### src/rtl/fifo_uart_tx_pkg.sv
// Shared types and constants for the FIFO-draining UART transmitter.
package fifo_uart_tx_pkg;

    localparam int unsigned DATA_BITS = 8;
    localparam logic MARK  = 1'b1;
    localparam logic SPACE = 1'b0;

    typedef enum logic [2:0] {
        IDLE,
        REQ,
        LOAD,
        START,
        DATA,
        PARITY,
        STOP
    } tx_state_t;

endpackage

### src/rtl/fifo_uart_tx_baud_counter.sv
// Per-bit timer: counts 0..CLKS_PER_BIT-1 while run is high, pulses bit_end on the last count.
module fifo_uart_tx_baud_counter #(
    parameter int unsigned CLKS_PER_BIT = 868
) (
    input  logic clk,
    input  logic rst,
    input  logic clear,
    input  logic run,
    output logic bit_end
);

    localparam int unsigned CntW = (CLKS_PER_BIT > 1) ? $clog2(CLKS_PER_BIT) : 1;
    localparam logic [CntW-1:0] LastCnt = CntW'(CLKS_PER_BIT - 1);

    logic [CntW-1:0] cnt_q, cnt_d;

    assign bit_end = run && (cnt_q == LastCnt);

    always_comb begin
        cnt_d = cnt_q;
        if (clear) begin
            cnt_d = '0;
        end else if (run) begin
            cnt_d = bit_end ? '0 : cnt_q + CntW'(1);
        end
    end

    always_ff @(posedge clk) begin
        if (rst) begin
            cnt_q <= '0;
        end else begin
            cnt_q <= cnt_d;
        end
    end

endmodule

### src/rtl/fifo_uart_tx.sv
// Drains bytes from a sync FIFO and serialises each as a UART frame on tx.
// The FIFO drops a read issued alongside a write, so the write strobe is snooped.
module fifo_uart_tx
    import fifo_uart_tx_pkg::*;
#(
    parameter int unsigned CLKS_PER_BIT = 868,
    parameter int unsigned PARITY_EN    = 0,
    parameter int unsigned PARITY_ODD   = 0,
    parameter int unsigned STOP_BITS    = 1
) (
    input  logic       clk,
    input  logic       rst,
    input  logic       enable,
    input  logic       fifo_empty,
    input  logic       fifo_full,
    input  logic       fifo_wr_snoop,
    input  logic [7:0] fifo_data,
    output logic       fifo_rd,
    output logic       tx,
    output logic       busy,
    output logic       byte_done
);

    localparam logic [2:0] LastData = 3'(DATA_BITS - 1);
    localparam logic [2:0] LastStop = 3'(STOP_BITS - 1);

    tx_state_t            state_q, state_d;
    logic [DATA_BITS-1:0] shift_q, shift_d;
    logic [2:0]           bit_idx_q, bit_idx_d;
    logic                 parity_q, parity_d;
    logic                 tx_q, tx_d;
    logic                 byte_done_q, byte_done_d;
    logic                 run, bit_end, accepted;

    // A read presented with a non-dropped write is discarded by the FIFO.
    assign accepted = !fifo_empty && !(fifo_wr_snoop && !fifo_full);
    assign run      = (state_q == START) || (state_q == DATA) ||
                      (state_q == PARITY) || (state_q == STOP);

    fifo_uart_tx_baud_counter #(
        .CLKS_PER_BIT(CLKS_PER_BIT)
    ) u_baud (
        .clk    (clk),
        .rst    (rst),
        .clear  (!run),
        .run    (run),
        .bit_end(bit_end)
    );

    always_comb begin
        state_d     = state_q;
        shift_d     = shift_q;
        bit_idx_d   = bit_idx_q;
        parity_d    = parity_q;
        tx_d        = tx_q;
        byte_done_d = 1'b0;
        unique case (state_q)
            IDLE: begin
                if (enable && !fifo_empty) begin
                    state_d = REQ;
                end
            end
            REQ: begin
                state_d = accepted ? LOAD : IDLE;
            end
            LOAD: begin
                shift_d  = fifo_data;
                parity_d = (PARITY_ODD != 0) ? ~^fifo_data : ^fifo_data;
                tx_d     = SPACE;
                state_d  = START;
            end
            START: begin
                if (bit_end) begin
                    tx_d      = shift_q[0];
                    bit_idx_d = '0;
                    state_d   = DATA;
                end
            end
            DATA: begin
                if (bit_end) begin
                    if (bit_idx_q == LastData) begin
                        bit_idx_d = '0;
                        if (PARITY_EN != 0) begin
                            tx_d    = parity_q;
                            state_d = PARITY;
                        end else begin
                            tx_d    = MARK;
                            state_d = STOP;
                        end
                    end else begin
                        // tx is registered, so present the next bit as we shift.
                        shift_d   = shift_q >> 1;
                        tx_d      = shift_q[1];
                        bit_idx_d = bit_idx_q + 3'd1;
                    end
                end
            end
            PARITY: begin
                if (bit_end) begin
                    tx_d    = MARK;
                    state_d = STOP;
                end
            end
            STOP: begin
                if (bit_end) begin
                    if (bit_idx_q == LastStop) begin
                        bit_idx_d   = '0;
                        byte_done_d = 1'b1;
                        state_d     = IDLE;
                    end else begin
                        bit_idx_d = bit_idx_q + 3'd1;
                    end
                end
            end
            default: begin
                state_d = IDLE;
            end
        endcase
    end

    always_ff @(posedge clk) begin
        if (rst) begin
            state_q     <= IDLE;
            shift_q     <= '0;
            bit_idx_q   <= '0;
            parity_q    <= 1'b0;
            tx_q        <= MARK;
            byte_done_q <= 1'b0;
        end else begin
            state_q     <= state_d;
            shift_q     <= shift_d;
            bit_idx_q   <= bit_idx_d;
            parity_q    <= parity_d;
            tx_q        <= tx_d;
            byte_done_q <= byte_done_d;
        end
    end

    assign fifo_rd   = (state_q == REQ);
    assign busy      = (state_q != IDLE);
    assign tx        = tx_q;
    assign byte_done = byte_done_q;

endmodule

### config.mk
export PLATFORM = sky130hd
export DESIGN_NAME = fifo_uart_tx
export DESIGN_NICKNAME = d
export VERILOG_FILES = /design/src/rtl/fifo_uart_tx_pkg.sv /design/src/rtl/fifo_uart_tx_baud_counter.sv /design/src/rtl/fifo_uart_tx.sv
export SDC_FILE = /design/constraint.sdc
export NUM_CORES = 1
export LEC_CHECK = 0
export CORE_ASPECT_RATIO = 1.75
export CORE_UTILIZATION = 50
export DETAILED_ROUTE_END_ITERATION = 10
export HOLD_SLACK_MARGIN = 0.03
export PLACE_DENSITY = 0.74
export SYNTH_ARGS = -nofsm -noshare
export SYNTH_HDL_FRONTEND = slang
export SYNTH_SLANG_ARGS = --single-unit
### constraint.sdc
create_clock -name clk -period 4.3 [get_ports clk]
set_input_delay 1.29 -clock clk [delete_from_list [all_inputs] [get_ports clk]]
set_output_delay 1.29 -clock clk [all_outputs]
set_load 0.1 [all_outputs]
==> impl_metrics.env <==
export IMPL_status="finished clean"
export IMPL_synth_compound_area_share=0.1709
export IMPL_cpPeakStageDelay_ns=1.13
export IMPL_fillCellCount=235
export IMPL_drt_iter0_markers=7
export IMPL_synth_seq_cells=26
export IMPL_tns_ns=0
export IMPL_worstPathCellList="clkdlybuf4s50_1"
export IMPL_fin_crit_ns=3.015
export IMPL_critPathKind="reg -> out"
export IMPL_cts_hold_fix_buffers=0
export IMPL_portBuffers=17
export IMPL_post_cts_buffers=0
export IMPL_drt_first_pass_iters=4
export IMPL_p_per_area_nw_per_um2=315.2
export IMPL_r2r_setup_slack_ns=2.26
export IMPL_cp_end_kind="output port"
export IMPL_rsz0062_at_grt="no"
export IMPL_num_io_pins=18
export IMPL_synth_edf_count=0
export IMPL_viasPerCell=5.749
export IMPL_clockPowerShare=0.318
export IMPL_drv_slew=0
export IMPL_cts_buffer_depth=2
export IMPL_wire_per_inst_um=14.03
export IMPL_intPower_uw=359.9
export IMPL_overflow=0
export IMPL_placed_cells=187
export IMPL_initial_core_util=0.5283
export IMPL_cts_buffers=3
export IMPL_synthXorXnorAreaFrac=0.05258
export IMPL_diodes=0
export IMPL_netlist_instances=151
export IMPL_cts_root_buf="clkbuf_8"
export IMPL_drcViolationCount=0
export IMPL_stdcell_count=191
export IMPL_p_comb_frac=0.154
export IMPL_avgSynthCellArea_um2=8.825
export IMPL_synth_top_family_by_area="simple AND/OR/NAND/NOR gates"
export IMPL_cts_resized=0
export IMPL_synthAdderAreaFrac=0.03756
export IMPL_grt_pass1_vias=1144
export IMPL_yosys_top_cells_area="dfxtp_1, nor2_1, mux2i_1"
export IMPL_dp_hpwl_mm=2.106
export IMPL_layout_drive_gt1_share=0.09697
export IMPL_clock_latency_ns=0.27
export IMPL_gr_usage_all_layers=0.2144
export IMPL_cts_sinks=26
export IMPL_row_count=24
export IMPL_required_ns=3.01
export IMPL_area_growth_pct=16.15
export IMPL_worst_slew_pin_slew_ns=0.9616
export IMPL_yosysTopAreaCell="dfxtp_1"
export IMPL_yosysMostFrequentCell="dfxtp_1"
export IMPL_synth_cell_type_count=42
export IMPL_worst_setup_path_start_kind="flip-flop"
export IMPL_hold_class="reg -> reg"
export IMPL_core_um2=2522
export IMPL_cp_slowest_cell="clkdlybuf4s50_1"
export IMPL_path_clk_slew_ns=0.09
export IMPL_synth_simple_area_share=0.2479
export IMPL_die_area_um2=2884
export IMPL_grt_pass1_wl_mm=4.457
export IMPL_vias=1098
export IMPL_cts_htree_levels=1
export IMPL_ir_drop_mv=0.2319
export IMPL_final_nets=184
export IMPL_setup_viol=0
export IMPL_synth_warnings=0
export IMPL_critical_path_buf_inv_count=1
export IMPL_grt_max_degree=18
export IMPL_timing_fmax_mhz=331.6
export IMPL_fin_util=0.6136
export IMPL_worst_clock_skew_ns=0.002612
export IMPL_power_frac_seq=0.528
export IMPL_cts_tree="yes"
export IMPL_synthFlopType="dfxtp_1"
export IMPL_hold_viol_final=0
export IMPL_p_switching_uw=127.9
export IMPL_max_slew_margin_rel=0.3569
export IMPL_worstPathArrival_ns=1.73
export IMPL_seq_area_frac_synth=0.3906
export IMPL_antenna_found_initial=0
export IMPL_crit_family="buffers and inverters"
export IMPL_ant_nets=0
export IMPL_die_x_um=41.03
export IMPL_die_h_um=70.29
export IMPL_switching_share=0.2622
export IMPL_syn_nets=169
export IMPL_synthArstFlopShare=0
export IMPL_synthMuxAreaShare=0.05258
export IMPL_drv_cap=0
export IMPL_power_leakage_uw=0.0005389
export IMPL_yosysTopAreaCellShare=0.3906
export IMPL_netlist_area_um2=1333
export IMPL_fin_crit_sh=0.7012
export IMPL_synth_commonest_cells="dfxtp_1, nor2_1, nand2_1"
export IMPL_crit_fanout=2
export IMPL_gp_congestion=0.7195
export IMPL_drt_total_wl_mm=2.679
## through the flow
| step | setup slack (ns) | cell area [µm²] | hold WS (ns) | total power, µW |
|---|---|---|---|---|
| 3_5_place_dp | 1.502 | 1493 | 0.4480 | 339.0 |
| 4_1_cts | 1.274 | 1548 | 0.4681 | 492.2 |
| 3_3_place_gp | 1.545 | 1493 | 0.4332 | 336.5 |
| 2_1_floorplan | 0.1366 | 1333 | 0.4258 | 317.1 |
| 5_1_grt | 1.229 | 1548 | 0.5045 | 505.7 |
| 6_report | 1.285 | 1548 | 0.4609 | 487.9 |
## per-layer routing
metal	GRT usage	vias up	wire [µm]
met5	0	-	0
met4	0.06667	0	21
met3	0.02857	2	64
met2	0.4219	10	1600
met1	0.1891	522	994
li1	-	564	-
## power by group through the flow
| stage | registers (µW) | logic, µW | clock network, µW |
|---|---|---|---|
| 3_5_place_dp | 264 | 75.5 | 0 |
| 2_1_floorplan | 263 | 54.1 | 0 |
| 5_1_grt | 259 | 80.6 | 166 |
| 3_3_place_gp | 263 | 73.6 | 0 |
| 6_report | 258 | 75.3 | 155 |
| 4_1_cts | 258 | 75.8 | 159 |
## logic make-up (layout without fill, tap and decap cells)
logic type,Yosys count,count (layout)
XOR/XNOR,8,8
buffers and inverters,14,28
multiplexers,7,7
adder cells (fa/ha/maj),4,4
AO/OA/AOI/OAI,30,30
AND/OR/NAND/NOR,62,62
flip-flops,26,26
## final timing paths
| check | from | to | cells after the start |
|---|---|---|---|
| hold / removal | u_baud.cnt_q[0]$_SDFF_PP0_ | u_baud.cnt_q[0]$_SDFF_PP0_ | 1 |
| hold reg to reg | u_baud.cnt_q[0]$_SDFF_PP0_ | u_baud.cnt_q[0]$_SDFF_PP0_ | 1 |
| setup / recovery | tx$_SDFFE_PP1P_ | tx | 1 |
| setup reg to reg | u_baud.cnt_q[0]$_SDFF_PP0_ | shift_q[1]$_SDFFE_PP0P_ | 6 |
## cell usage in the layout (no fill, tap or decap), types with 2 or more instances in the layout
cell type / netlist / final
dfxtp_1: 26 / 26
nor3b_1: 2 / 2
or3_1: 2 / 2
clkdlybuf4s50_1: 0 / 15
a31oi_1: 2 / 2
inv_1: 7 / 7
a211oi_1: 4 / 4
nand2b_1: 5 / 5
o21ai_0: 4 / 4
nand3_1: 6 / 6
clkbuf_8: 0 / 4
ha_1: 4 / 4
mux2i_1: 7 / 7
nor2b_1: 2 / 2
and3_1: 4 / 4
nand2_1: 8 / 8
buf_4: 0 / 2
nor4_1: 2 / 2
nor3_1: 3 / 3
and3b_1: 2 / 2
nor2_1: 20 / 20
xnor2_1: 4 / 4
xor2_1: 4 / 4
a211oi_2: 3 / 3
a21oi_1: 7 / 7
## flip-flops by register name, summed over array words and instances, names as in the netlist
signal	cells
u_baud.cnt_q	10
shift_q	8
bit_idx_q	3
state_q	3
byte_done	1
tx	1
## cell type report
type	count	area, µm²	area share
multi-input combinational	111	748.2	0.4834
sequential	26	520.5	0.3363
timing repair buffer	17	165.2	0.1067
clock buffer	4	55.05	0.03557
tap	26	32.53	0.02102
inverter	7	26.28	0.01698
(Power assumes the default switching activity.)
